[src/rtl/ttl373_bank_sequencer.sv]
// Sequences byte-wide loads into four 74x373-style transparent latches over a shared
// 8-bit bus and gates their output enables once the loaded lanes are stable.
module ttl373_bank_sequencer #(
   parameter int LE_CYCLES     = 2,
   parameter int SETTLE_CYCLES = 1
) (
   input  logic       CLK,
   input  logic       RESET,
   input  logic       START,
   input  logic [3:0] LANE_MASK,
   input  logic       OUT_EN,
   output logic [3:0] LE,
   output logic [3:0] OE_n,
   output logic [1:0] BYTE_SEL,
   output logic       BUSY,
   output logic       DONE,
   output logic [3:0] LANE_VALID
);

   typedef enum logic [1:0] {
      ST_IDLE,
      ST_STROBE,
      ST_SETTLE,
      ST_DONE
   } state_t;

   localparam logic [3:0] LE_RELOAD     = 4'(LE_CYCLES - 1);
   localparam logic [3:0] SETTLE_RELOAD = 4'(SETTLE_CYCLES - 1);

   state_t     state;
   logic [3:0] cnt;
   logic [3:0] mask_rem;
   logic [3:0] rem_next;
   logic [1:0] start_lane;
   logic [1:0] next_lane;

   function automatic logic [1:0] lowest_lane(input logic [3:0] m);
      logic [1:0] l;
      l = 2'd0;
      if (m[0])      l = 2'd0;
      else if (m[1]) l = 2'd1;
      else if (m[2]) l = 2'd2;
      else if (m[3]) l = 2'd3;
      return l;
   endfunction

   function automatic logic [3:0] lane_onehot(input logic [1:0] l);
      return 4'b0001 << l;
   endfunction

   // Remaining lanes once the lane currently addressed by BYTE_SEL is retired.
   always_comb begin
      rem_next   = mask_rem & ~lane_onehot(BYTE_SEL);
      next_lane  = lowest_lane(rem_next);
      start_lane = lowest_lane(LANE_MASK);
   end

   always_ff @(posedge CLK) begin
      if (RESET) begin
         state      <= ST_IDLE;
         cnt        <= 4'd0;
         mask_rem   <= 4'd0;
         LE         <= 4'd0;
         OE_n       <= 4'b1111;
         BYTE_SEL   <= 2'd0;
         BUSY       <= 1'b0;
         DONE       <= 1'b0;
         LANE_VALID <= 4'd0;
      end else begin
         case (state)
            ST_IDLE: begin
               DONE <= 1'b0;
               if (START) begin
                  OE_n <= 4'b1111;
                  BUSY <= 1'b1;
                  if (LANE_MASK != 4'd0) begin
                     state    <= ST_STROBE;
                     mask_rem <= LANE_MASK;
                     BYTE_SEL <= start_lane;
                     LE       <= lane_onehot(start_lane);
                     cnt      <= LE_RELOAD;
                  end else begin
                     state <= ST_DONE;
                     DONE  <= 1'b1;
                     cnt   <= 4'd0;
                  end
               end else begin
                  // Enables follow OUT_EN one cycle late, only for lanes holding valid data.
                  OE_n <= ~({4{OUT_EN & ~BUSY}} & LANE_VALID);
               end
            end

            ST_STROBE: begin
               OE_n <= 4'b1111;
               if (cnt == 4'd0) begin
                  state <= ST_SETTLE;
                  LE    <= 4'd0;
                  cnt   <= SETTLE_RELOAD;
               end else begin
                  cnt <= cnt - 4'd1;
               end
            end

            ST_SETTLE: begin
               OE_n <= 4'b1111;
               if (cnt == 4'd0) begin
                  LANE_VALID <= LANE_VALID | lane_onehot(BYTE_SEL);
                  mask_rem   <= rem_next;
                  if (rem_next != 4'd0) begin
                     state    <= ST_STROBE;
                     BYTE_SEL <= next_lane;
                     LE       <= lane_onehot(next_lane);
                     cnt      <= LE_RELOAD;
                  end else begin
                     state <= ST_DONE;
                     DONE  <= 1'b1;
                     cnt   <= 4'd0;
                  end
               end else begin
                  cnt <= cnt - 4'd1;
               end
            end

            ST_DONE: begin
               state    <= ST_IDLE;
               OE_n     <= 4'b1111;
               DONE     <= 1'b0;
               BUSY     <= 1'b0;
               mask_rem <= 4'd0;
               cnt      <= 4'd0;
            end

            default: begin
               state <= ST_IDLE;
               LE    <= 4'd0;
               OE_n  <= 4'b1111;
               BUSY  <= 1'b0;
               DONE  <= 1'b0;
               cnt   <= 4'd0;
            end
         endcase
      end
   end

endmodule

[config.mk]
export PLATFORM = sky130hd
export DESIGN_NAME = ttl373_bank_sequencer
export DESIGN_NICKNAME = d
export VERILOG_FILES = /design/src/rtl/ttl373_bank_sequencer.sv
export SDC_FILE = /design/constraint.sdc
export NUM_CORES = 1
export LEC_CHECK = 0
export BUFFER_PORTS_ARGS = -buffer_cell sky130_fd_sc_hd__buf_2
export CAP_MARGIN = 5
export CORE_ASPECT_RATIO = 1.5
export CORE_MARGIN = 5
export CORE_UTILIZATION = 45
export DETAILED_ROUTE_END_ITERATION = 8
export PLACE_DENSITY = 0.66
export RECOVER_POWER = 100
export SYNTH_ARGS = -nofsm -noshare
export SYNTH_HDL_FRONTEND = slang
export SYNTH_SLANG_ARGS = --single-unit
[constraint.sdc]
create_clock -name CLK -period 3.72 [get_ports CLK]
set_input_delay 0.186 -clock CLK [delete_from_list [all_inputs] [get_ports CLK]]
set_output_delay 0.186 -clock CLK [all_outputs]
set_load 0.005 [all_outputs]
==> qor.yml <==
status: "completed"
final_nets: 203
port_buffers: 23
worstHoldPathCells: 3
cts_tree: "yes"
num_rows: 25
antenna_found_initial: 0
dieArea_mm2: 0.00451
fmax_ghz: 0.432
cts-root-buf: "clkbuf_8"
routedWlPerCell_um: 15.2
timing.rr.end: "LE[3]"
detail_route.iter0.violations: 37
worst_pin_slew_ns: 0.650
nFillCells: 303
yosysTopAreaCell: "dfxtp_1"
finalSetupTns_ns: 0
cts_buffers: 3
ys_ff_latch: 26
fin_crit_sh_pct: 62.2
grt_pass1_vias: 1347
relSlewSlack_pct: 56.3
r2r_setup_slack_ns: 1.41
clock_skew_ns: 0.00451
synth_top_area_share_pct: 35.6
synth_cells: 166
setup_viol: 0
cts_htree_levels: 1
synthTopCellsByArea: "dfxtp_1 36%, ha_1 6.0%, nand2_1 4.4%"
r2r_start: "BYTE_SEL[1]"
drv_cap: 0
hold_violations: 0
synthTopCellsByCount: "26 x dfxtp_1, 17 x nand2_1, 17 x nor2_1"
synth_ff_type: "dfxtp_1"
cp-start-kind: "register"
synth_edf_count: 0
grt_pass1_wl_mm: 6.00
synth_nets: 181
crit_fanout: 14
grt_usage_pct: 16.5
p_leak_uw: 0.000624
path_clk_slew_ns: 0.09
crit_arrival_ns: 2.53
antenna_left: 0
ctsHoldBuffers: 0
ioPinCount: 24
ff_latch_area_um2: 520
synth.cell_area_mm2: 0.00146
drive_above_1_share_pct: 18.2
insertion_delay_ns: 0.27
yosysMostFrequentCell: "dfxtp_1"
hp-start: "LANE_MASK[1]"
n_antenna_cell: 0
finalCriticalPeriod_ns: 2.31
first_pass_iters: 4
detail_route.drc_violations: 0
async_flop_share_pct: 0
totalWireLength_mm: 3.45
worstPathRequired_ns: 3.94
fp.dieH_um: 79.8
vias: 1362
final_core_util_pct: 51.8
yosysWarnings: 0
grt_setup_unrepaired: "no"
ys_types: 55
ys_seq_area_share_pct: 35.6
core_mm2: 0.00316
power_density_mw_per_mm2: 806
via_per_inst: 6.00
critical_path_class: "register to register"
hold_end: "mask_rem[1]"
finalWeightedCongestion: 0.800
slew_violations: 0
ir_drop_mv: 0.416
crit_path_end_kind: "register"
floorplan.initialDensity_pct: 46.3
cts_buffer_depth: 2
syn_area_per_cell_um2: 8.81
dp_hpwl_mm: 2.66
grt_max_degree: 23
cts_resized: 0
die_w_um: 56.6
hp-class: "primary input to register"
globalRouteOverflowTotal: 0
multi_input_area_um2: 856
post-cts-setup-buffer-count: 0
reg2reg_depth: 5
cts.sinks: 26
syn2layout_area_growth_pct: 11.8
flip-flops by register name, indices dropped and copies added (netlist names):
register and cells:
LANE_VALID 4, BUSY 1, state 2, OE_n 4
BYTE_SEL 2, mask_rem 4, cnt 4, DONE 1
LE 4
how the worst max path moves through the flow:
| stage | startpoint | endpoint | slack [ns] | cells past startpoint |
|---|---|---|---|---|
| 3_3_place_gp | state[0] | cnt[0] | 1.72 | 7 |
| 3_5_place_dp | state[0] | cnt[0] | 1.62 | 7 |
| 4_1_cts | state[0] | cnt[0] | 1.58 | 7 |
| 5_1_grt | BYTE_SEL[1] | LE[3] | 1.21 | 5 |
| 6_report | BYTE_SEL[1] | LE[3] | 1.41 | 5 |
| 2_1_floorplan | cnt[0] | LE[0] | 2.00 | 6 |
through the flow:
| step | cells | worst slack (ns) | cell area [um2] | hold WS, ns | power [uW] |
|---|---|---|---|---|---|
| 6_report | 227 | 1.41 | 1640 | 0.220 | 1320 |
| 5_1_grt | 227 | 1.21 | 1640 | 0.246 | 1430 |
| 4_1_cts | 227 | 1.58 | 1670 | 0.207 | 1360 |
| 3_5_place_dp | 223 | 1.62 | 1600 | 0.387 | 1120 |
| 3_3_place_gp | 223 | 1.72 | 1600 | 0.381 | 1110 |
| 2_1_floorplan | 166 | 2.00 | 1460 | 0.326 | 960 |
critical path, cell delays in order, from the launching register on:
cell	delay, ns
dfxtp_1	0.63
or4b_2	0.63
o22ai_1	0.39
o31ai_1	0.12
a21oi_1	0.32
a32o_1	0.18
layout make-up:
type / instances / area share [%]
clock buffer: 3 / 2.52
clock inverter: 1 / 1.84
inverter: 8 / 1.84
multi-input combinational: 126 / 52.3
sequential: 26 / 31.8
tap: 40 / 3.06
timing repair buffer: 23 / 6.58
per-layer routing:
layer	routed length (um)	share of wire, %	GRT usage, %	vias up
met1	1350	39	16.9	643
met2	1860	54	30.9	42
met5	0	0	0	-
li1	-	-	-	666
met3	145	4.2	2.75	11
met4	99	2.9	9.26	0
cells in the final DEF, fill, tap and decap left out, types with 6 or more instances in the layout:
cell type / n
inv_1: 6
ha_1: 7
nand2_1: 17
dfxtp_1: 26
clkbuf_1: 6
nor2_1: 17
nor3_1: 6
o21ai_0: 8
buf_2: 17
a21oi_1: 10
power by group:
part	switching, uW	total (uW)	internal, uW
Clock	90.6	235	144
Combinational	391	662	271
Sequential	81.6	422	341
cells by family (layout without fill, tap and decap cells):
group	after synthesis	count (layout)	share of synthesized area [%]
mux	2	2	1.45
buf+inv	14	35	3.93
compound gates	53	53	28.1
simple gates	64	64	24.9
flops	26	26	35.6
fa+ha+maj	7	7	5.99
Power figures use the tool's default switching activity.
